**config.mk**
```make
export PLATFORM = sky130hd
export DESIGN_NAME = exe_req_skid_buffer
export DESIGN_NICKNAME = d
export VERILOG_FILES = /design/src/rtl/exe_pkg.sv /design/src/rtl/exe_req_entry_ram.sv /design/src/rtl/exe_req_skid_buffer.sv
export SDC_FILE = /design/constraint.sdc
export NUM_CORES = 1
export LEC_CHECK = 0
export BUFFER_PORTS_ARGS = -buffer_cell sky130_fd_sc_hd__buf_2
export CORE_AREA = 3 3 268 270
export CTS_BUF_LIST = sky130_fd_sc_hd__clkbuf_2
export DETAILED_ROUTE_END_ITERATION = 16
export DIE_AREA = 0 0 271 273
export PLACE_DENSITY = 0.59
export SLEW_MARGIN = 20
export SYNTH_ARGS = -nofsm -noshare
export SYNTH_HDL_FRONTEND = slang
export SYNTH_SLANG_ARGS = --single-unit
```
**constraint.sdc**
```tcl
create_clock -name clock -period 8.2 [get_ports clock]
set_input_delay 0.82 -clock clock [delete_from_list [all_inputs] [get_ports clock]]
set_output_delay 0.82 -clock clock [all_outputs]
set_load 0.005 [all_outputs]
```
**src/rtl/exe_pkg.sv**
```systemverilog
// Shared types and helpers for the integer execute request path.
// Widths here are the defaults the execute blocks are built with.
package exe_pkg;

  localparam int MASK_W_DEF = 20;
  localparam int DATA_W_DEF = 65;
  localparam int UOP_W_DEF  = 160;

  typedef struct packed {
    logic                  live;
    logic [MASK_W_DEF-1:0] br_mask;
    logic [UOP_W_DEF-1:0]  uop;
    logic [DATA_W_DEF-1:0] rs1;
    logic [DATA_W_DEF-1:0] rs2;
  } exe_entry_t;

  function automatic logic mask_killed(input logic [MASK_W_DEF-1:0] mask,
                                       input logic [MASK_W_DEF-1:0] mispredict);
    return |(mask & mispredict);
  endfunction

endpackage

```
**src/rtl/exe_req_entry_ram.sv**
```systemverilog
// Payload storage for the request buffer: one write port, async head read.
// Holds only the immutable part of an entry; live/mask state is kept by the owner.
module exe_req_entry_ram #(
  parameter int DEPTH = 2,
  parameter int W     = 8
) (
  input  logic                     clock,
  input  logic                     we,
  input  logic [$clog2(DEPTH)-1:0] waddr,
  input  logic [W-1:0]             wdata,
  input  logic [$clog2(DEPTH)-1:0] raddr,
  output logic [W-1:0]             rdata
);

  logic [W-1:0] mem [DEPTH];

  always_ff @(posedge clock) begin
    if (we) mem[waddr] <= wdata;
  end

  assign rdata = mem[raddr];

endmodule

```
**src/rtl/exe_req_skid_buffer.sv**
```systemverilog
// Register-read -> ALU request buffer with branch-mask tracking and kill/flush.
// Define EXE_REQ_SKID_BYPASS_EN for a 0-cycle path when the buffer is empty.
module exe_req_skid_buffer
  import exe_pkg::*;
#(
  parameter int DEPTH  = 2,
  parameter int MASK_W = exe_pkg::MASK_W_DEF,
  parameter int DATA_W = exe_pkg::DATA_W_DEF,
  parameter int UOP_W  = exe_pkg::UOP_W_DEF
) (
  input  logic                       clock,
  input  logic                       reset,
  input  logic                       io_in_valid,
  output logic                       io_in_ready,
  input  logic [MASK_W-1:0]          io_in_br_mask,
  input  logic [UOP_W-1:0]           io_in_uop,
  input  logic [DATA_W-1:0]          io_in_rs1_data,
  input  logic [DATA_W-1:0]          io_in_rs2_data,
  output logic                       io_out_valid,
  input  logic                       io_out_ready,
  output logic [MASK_W-1:0]          io_out_br_mask,
  output logic [UOP_W-1:0]           io_out_uop,
  output logic [DATA_W-1:0]          io_out_rs1_data,
  output logic [DATA_W-1:0]          io_out_rs2_data,
  input  logic [MASK_W-1:0]          io_brupdate_b1_resolve_mask,
  input  logic [MASK_W-1:0]          io_brupdate_b1_mispredict_mask,
  input  logic                       io_flush,
  output logic [$clog2(DEPTH):0]     io_count,
  output logic [15:0]                io_kill_count
);

  localparam int PW = $clog2(DEPTH);
  localparam int CW = PW + 1;
  localparam int PAY_W = UOP_W + 2 * DATA_W;

  logic [PW-1:0]                  head, tail;
  logic [CW-1:0]                  count, count_d;
  logic [DEPTH-1:0]               live;
  logic [DEPTH-1:0][MASK_W-1:0]   mask;
  logic                           in_ready_q;
  logic [15:0]                    kill_cnt;

  logic nonempty, head_kill, head_ok, in_kill, push, pop, discard, byp;
  logic [PAY_W-1:0] rd_pay;

  assign nonempty  = (count != '0);
  assign head_kill = io_flush | mask_killed(mask[head], io_brupdate_b1_mispredict_mask);
  assign head_ok   = live[head] & ~head_kill;
  assign discard   = nonempty & ~head_ok;
  assign in_kill   = io_flush | mask_killed(io_in_br_mask, io_brupdate_b1_mispredict_mask);

`ifdef EXE_REQ_SKID_BYPASS_EN
  assign byp  = ~nonempty & io_in_valid & io_out_ready & in_ready_q & ~in_kill;
`else
  assign byp  = 1'b0;
`endif

  // Killed requests still take a slot; the head logic drops them silently later.
  assign push    = io_in_valid & in_ready_q & ~io_flush & ~byp;
  assign pop     = nonempty & (io_out_ready | ~head_ok);
  assign count_d = io_flush ? '0 : count + CW'(push) - CW'(pop);

  exe_req_entry_ram #(.DEPTH(DEPTH), .W(PAY_W)) u_ram (
    .clock (clock),
    .we    (push),
    .waddr (tail),
    .wdata ({io_in_uop, io_in_rs1_data, io_in_rs2_data}),
    .raddr (head),
    .rdata (rd_pay)
  );

  always_ff @(posedge clock or posedge reset) begin
    if (reset) begin
      head       <= '0;
      tail       <= '0;
      count      <= '0;
      live       <= '0;
      mask       <= '0;
      in_ready_q <= 1'b0;
      kill_cnt   <= '0;
    end else begin
      count      <= count_d;
      in_ready_q <= (count_d != CW'(DEPTH));
      if (discard && kill_cnt != 16'hffff) kill_cnt <= kill_cnt + 16'd1;
      if (io_flush) begin
        head <= '0;
        tail <= '0;
        live <= '0;
      end else begin
        head <= head + PW'(pop);
        tail <= tail + PW'(push);
      end
      for (int i = 0; i < DEPTH; i++) begin
        if (push && tail == PW'(i)) begin
          live[i] <= ~in_kill;
          mask[i] <= io_in_br_mask & ~io_brupdate_b1_resolve_mask;
        end else begin
          if (io_flush || mask_killed(mask[i], io_brupdate_b1_mispredict_mask))
            live[i] <= 1'b0;
          mask[i] <= mask[i] & ~io_brupdate_b1_resolve_mask;
        end
      end
    end
  end

  assign io_in_ready   = in_ready_q;
  assign io_count      = count;
  assign io_kill_count = kill_cnt;
  assign io_out_valid  = (nonempty & head_ok) | byp;

  always_comb begin
    io_out_br_mask  = mask[head] & ~io_brupdate_b1_resolve_mask;
    io_out_uop      = rd_pay[PAY_W-1 -: UOP_W];
    io_out_rs1_data = rd_pay[2*DATA_W-1 -: DATA_W];
    io_out_rs2_data = rd_pay[DATA_W-1:0];
    if (byp) begin
      io_out_br_mask  = io_in_br_mask & ~io_brupdate_b1_resolve_mask;
      io_out_uop      = io_in_uop;
      io_out_rs1_data = io_in_rs1_data;
      io_out_rs2_data = io_in_rs2_data;
    end
  end

endmodule

```
* Word-level counts from Yosys, hierarchy flattened
Memories as Yosys holds them, arrays and structs flattened.
Index checks and enable logic that the tools add are counted.
** Word-level totals
- Input bits :: 355
- ROM bits :: 0
- RAM bits :: 580
- Flip-flop bits (word level) :: 63
- Bits in latches :: 0
- Memories :: 1
** Memory list
- u_ram.mem :: words 2, bits a word 290, rd ports 1, clocked after Yosys merged registers in 0, wr ports 1, line exe_req_entry_ram.sv:15 : logic [W-1:0] mem [DEPTH];
** Operators by class
- Bitwise gates (word level) :: 23
- Divide/modulo/power cells :: 0
- Shift-type cells :: 0
- Multiplexer cells :: 16
- $lt $le $gt $ge :: 1
- $add $sub $neg :: 5
- Reductions and logical operators :: 12
- Multipliers :: 0
- Equality and inequality tests :: 2
** Operators by type and width (number)
- 20-bit bitwise AND :: 8
- 20-bit 2-to-1 mux :: 4
- 20-bit OR reduction :: 4
- 20-bit inverter :: 1
- 16-bit by 1-bit adder with 16-bit output, second input constant :: 1
- 16-bit inequality test, second input constant :: 1
- 1-bit 2-to-1 mux :: 10
- 1-bit bitwise AND :: 6
- 3-bit nonzero test :: 2
- 1-bit inverter :: 5
- 2-bit 2-to-1 mux :: 2
- 1-bit logical AND :: 3
- 1-bit OR :: 3
- 1-bit adder :: 2
- 2-bit by 1-bit adder with 2-bit output :: 1
- 1-bit logical OR :: 2
- 1-bit by 2-bit < comparator with 1-bit output, second input constant :: 1
- 2-bit inequality test, second input constant :: 1
- 2-bit nonzero test :: 1
- 2-bit by 1-bit subtractor with 2-bit output :: 1

* Depth between registers and ports, before layout
- Word-level depth :: 13
- Gate-level depth with buffers :: 13
- Depth with buffers taken out :: 11

* Modules after synthesis
Synthesis repeated with hierarchy kept, for this count alone.
** Unflattened totals
- Cells, all modules :: 1245
- Area, all modules :: 24878.9 µm²
** Modules (own cells, without submodules)
- exe_req_entry_ram :: area each 21301.7 µm², instances 1, cells each 904
- exe_req_skid_buffer :: area each 3577.2 µm², instances 1, cells each 341

* Least setup slack after synthesis
Ideal clock, no wire load.
- Path kind :: input to register
- From :: in io_flush
- To :: reg mask[21] (netlist name)
- Data arrival time :: 9000 ps
- Buffers on the path :: 3
- Setup time :: 119 ps
- Stages :: 7
- Data required time :: 8081 ps
- Path slack :: -919 ps
- Path through :: clkbuf_1 -> nor2_1 -> ha_1 -> clkbuf_1 -> clkbuf_1 -> mux2i_1 -> nor2_1
** On the way
- Word-level cells in the longest chain between the ends :: 4
** Ends and longest elaborated chain
- start, declared :: line exe_req_skid_buffer.sv:27 : input logic io_flush,
- 1-bit inverter :: line exe_req_skid_buffer.sv:59 : assign push = io_in_valid & in_ready_q & ~io_flush & ~byp;
- 1-bit bitwise AND :: line exe_req_skid_buffer.sv:59
- 1-bit logical AND :: line exe_req_skid_buffer.sv:94 : if (push && tail == PW'(i)) begin
- 20-bit 2-to-1 mux :: line exe_req_skid_buffer.sv:94
- end signal, assigned by index :: line exe_req_skid_buffer.sv:96 : mask[i] <= io_in_br_mask & ~io_brupdate_b1_resolve_mask;
- end signal, assigned by index :: line exe_req_skid_buffer.sv:100 : mask[i] <= mask[i] & ~io_brupdate_b1_resolve_mask;
- end, declared :: line exe_req_skid_buffer.sv:39 : logic [DEPTH-1:0][MASK_W-1:0] mask;
Every way passes these cells.
A chain may end at the register's enable or synchronous reset.

* Final worst setup path
- From :: reg head
- To :: out io_out_valid
** On the way
- Word-level cells in the longest chain between the ends :: 8
- Elaborated cells on any way between the ends :: 10
** Ends and longest elaborated chain
- start, declared :: line exe_req_skid_buffer.sv:36 : logic [PW-1:0] head, tail;
- start signal, assigned :: line exe_req_skid_buffer.sv:90 : head <= head + PW'(pop);
- 20-bit 2-to-1 mux (implied by the code) (2 in a row) :: line exe_req_skid_buffer.sv:47 : assign head_kill = io_flush | mask_killed(mask[head], io_brupdate_b1_mispredict_mask);
- 20-bit bitwise AND :: line exe_pkg.sv:19 : return |(mask & mispredict);
- 20-bit OR reduction :: line exe_pkg.sv:19
- 1-bit OR :: line exe_req_skid_buffer.sv:47
- 1-bit inverter :: line exe_req_skid_buffer.sv:48 : assign head_ok = live[head] & ~head_kill;
- 1-bit bitwise AND (*) :: line exe_req_skid_buffer.sv:48
- 1-bit bitwise AND (*) :: line exe_req_skid_buffer.sv:109 : assign io_out_valid = (nonempty & head_ok) | byp;
- end, declared :: line exe_req_skid_buffer.sv:19 : output logic io_out_valid,
Mark *: on every way between the ends. The rest lies on a longest branch, timed or not. The select of a mux whose other input is x is not followed.

==> results.txt <==
----------------------------------------------------
[CTS]
  Cts bufs inserted ... 165
  Clock transition at the registers of the reported paths ... 0.10 ns
  Clock tree from TritonCTS ... yes
  Source-to-sink clock delay at the later pin of the worst-skew pair ... 1.20 ns
  Total clock sinks ... 643
  Resize count post-CTS ... 0
  Clock root buffer master ... clkbuf_2
  Maximum clock insertion buffer count ... 3
  H-tree Lvls ... 4

[Synthesis]
  Total standard cell area after synthesis ... 24,400 um^2
  Share of flip-flops with an asynchronous set or reset ... 9.80%
  Fraction of post-synthesis cell area in the top cell type by area ... 71.5%
  Dominant cell by count in the synthesized netlist ... edfxtp_1
  Count of flip-flops with a built-in enable after synthesis ... 580
  Yosys synthesis warning count ... 0
  Number of cells produced by synthesis ... 1,243
  Post-synthesis cell type with the largest combined area ... edfxtp_1
  Sequential-to-total area share from yosys stat ... 77.9%
  Number of flip-flops and latches in the synthesized netlist ... 643
  Average footprint of a synthesized cell ... 19.6 um^2
  Number of distinct standard cells referenced by the synthesized netlist ... 35
  Ys flop type ... edfxtp_1
  Number of nets in the synthesized netlist ... 1,603
  Synth cell count leaders ... edfxtp_1, mux2_2, dfrtp_1
  Area contributors post-synth ... edfxtp_1, mux2_2, dfrtp_1, mux2i_1, nor2_1

[STA]
  Post-route clock period utilization ... 67.8%
  Fin Setup TNS ... 0 ns
  RSZ-0062 raised after global routing ... no
  Transition time at the pin with the least slew margin ... 1.22 ns
  Max Clock Skew ... 0.134 ns
  Final WS setup ... 2.64 ns
  FMAX ... 180 MHz
  Final Hold Slack ... 0.311 ns
  Headroom to the max-slew limit ... 18.4%
  Finish-stage setup viols ... 0
  Final hold viol count ... 0
  Number of max-slew violations in the final report ... 0
  Time the worst path needs with I/O delays and setup ... 5.56 ns

[GRT]
  Largest net degree at the start of global routing ... 153
  Overall overflow remaining after global route ... 0
  Number of antenna violations at the first check in global routing ... 7
  Total routing resource utilization after global routing ... 17.9%
  Wire length of the first global-routing pass ... 102,000 um
  Number of global-route vias before repair ... 17,600

[Place]
  GPL Wtd Cong ... 0.886
  IO buf count ... 684
  Instance area after placement ... 28,900 um^2
  Total half-perimeter wirelength after legalization and detailed placement ... 45,900 um
  Worst setup slack after placement ... 3.87 ns
  Post-Place Cells ... 2,831

[Drt]
  DRC marker count from the first detailed-route iteration ... 776
  DR vias/cell ... 4.59
  Routed length per instance ... 19.7 um
  DR DRC count ... 0
  Post-detailed-routing wire length ... 68,700 um
  Overall via count from detail_route ... 16,000
  Antenna-violating nets left ... 0
  Number of detailed-routing iterations run before antenna repair ... 5

[Floorplanning]
  Die span in x ... 271 um
  Number of cell rows ... 97
  Overall die area ... 74,000 um^2
  Number of top-level pins ... 685
  Die extent in y ... 273 um
  Effective utilization at floorplan ... 34.9%
  Core ar. ... 69,800 um^2

[Power]
  Total power per unit cell area ... 243 nW/um^2
  Combinational cell fraction of total power ... 26.1%
  Switching Power ... 2.45 mW
  Total power ... 8.27 mW
  Switching share of power ... 29.6%
  Peak supply drop ... 0.215 mV
  Lkg Pwr ... 13.3 nW
  Cell-internal power ... 5.83 mW
  Reg power frac ... 47.7%
  Clk pwr share ... 26.2%

[Worst setup path]
  Worst setup endpoint ... io_out_valid
  Data arrival time of the critical path ... 4.74 ns
  Source of the worst register-to-register timing path ... head
  Data required time of the critical path ... 7.38 ns
  R2R setup slack ... 4.06 ns
  CP startpoint ... head
  Critical path start-end classification ... reg2out
  R2R Path End ... io_in_ready
  Crit Path Max Fanout ... 63
  Element type at the critical path start ... register
  Worst reg2reg path depth ... 12
  Kind of end point of the critical path ... primary output

[Cells and area]
  Fraction of final layout cells sized beyond drive strength 1 ... 49.9%
  Post-route core utilization ... 48.8%
  Design Area, Final ... 34,100 um^2
  Multi-input logic area ... 5210 um^2
  Number of nets in the finished design ... 2,779
  Fillcell total ... 6,108
  Non-filler instance count after layout ... 3,485
  Area delta synth->final ... 39.8%
  Storage cell area ... 19,000 um^2

[Hold path]
  Hold WC Path Type ... in2reg

[Status]
  Run status ... finished clean

[Run]
  Max-cap check violation count ... 0

----------------------------------------------------
## cell usage in the layout, fill, tap and decap left out, types with 4 or more instances in the layout
cell           instances
mux2_2               308
buf_12                 5
buf_2                684
dlygate4sd3_1        361
edfxtp_1             580
nand2_1               15
a22oi_1               16
a22o_1                11
dfrtp_1               62
nand3_1                7
nor4_1                 6
clkinv_1              27
a221oi_1              11
nor2b_1               21
a222oi_1               5
inv_1                  4
inv_6                  5
inv_2                  5
nor3_1                 7
mux2i_1               42
nand4_1               10
xor2_1                15
diode_2                5
nor2_1                52
clkbuf_2             243
## state kept, by name, indices dropped and copies added, names as in the netlist
| name | count |
|---|---|
| mask | 40 |
| head | 1 |
| u_ram.mem | 580 |
| io_in_ready | 1 |
| live | 2 |
| tail | 1 |
| io_kill_count | 16 |
| io_count | 2 |
## area by class of cell
class,instances,share of cell area [%]
flip-flops and latches,643,55.8
repair buffers,1053,21.0
multi-input cells,551,15.3
clock buffers,243,3.57
well taps,940,3.45
clock inverters,45,0.848
inverters,5,0.0551
diodes,5,0.0367
## worst min path at each step
stage / start / end / cells after the start
5_1_grt: io_brupdate_b1_resolve_mask[10] / mask[10] / 3
2_1_floorplan: io_kill_count[15] / io_kill_count[15] / 1
6_report: io_brupdate_b1_resolve_mask[10] / mask[10] / 3
3_5_place_dp: io_kill_count[15] / io_kill_count[15] / 1
4_1_cts: io_in_uop[77] / u_ram.mem[0][207] / 2
3_3_place_gp: io_kill_count[15] / io_kill_count[15] / 1
## power by group through the flow
stage | logic (mW) | registers (mW) | clock network [mW]
floorplan | 1.17 | 3.99 | 0
finish | 2.16 | 3.94 | 2.17
detailed placement | 2.03 | 4.02 | 0
CTS | 2.19 | 3.95 | 2.27
global placement | 2.04 | 4.01 | 0
global route | 2.32 | 3.97 | 2.46
## what timing repair did
item,in CTS,in global routing
hold buffers,361,0
hold endpoints to repair,690,0
buffers inserted,0,0
## routing by layer
| layer | vias up | share of wire (%) | track usage (%) | wire length (um) |
|---|---|---|---|---|
| met2 | 723 | 52 | 31.5 | 35600 |
| met5 | - | 0.019 | 0 | 13 |
| met4 | 2 | 3.6 | 8.50 | 2460 |
| met3 | 147 | 8.8 | 7.06 | 6050 |
| li1 | 7360 | - | - | - |
| met1 | 7764 | 36 | 18.9 | 24600 |
## worst max-delay path, stage by stage, from the launching register on
cell,delay (ns)
dfrtp_4,1.03
buf_4,0.79
mux2_2,0.43
nand2_1,0.09
nand4_1,0.12
nor4_1,0.68
buf_2,0.27
## cell families after synthesis
logic type,share of synthesized area [%]
muxes,16.2
buffers and inverters,0.811
adders and majority gates,0.257
xor gates and xnor gates,0.575
and+or+nand+nor,2.64
AOI/OAI and AO/OA,1.61
DFF,77.9
Note: power is estimated with default switching activity, not from simulation.
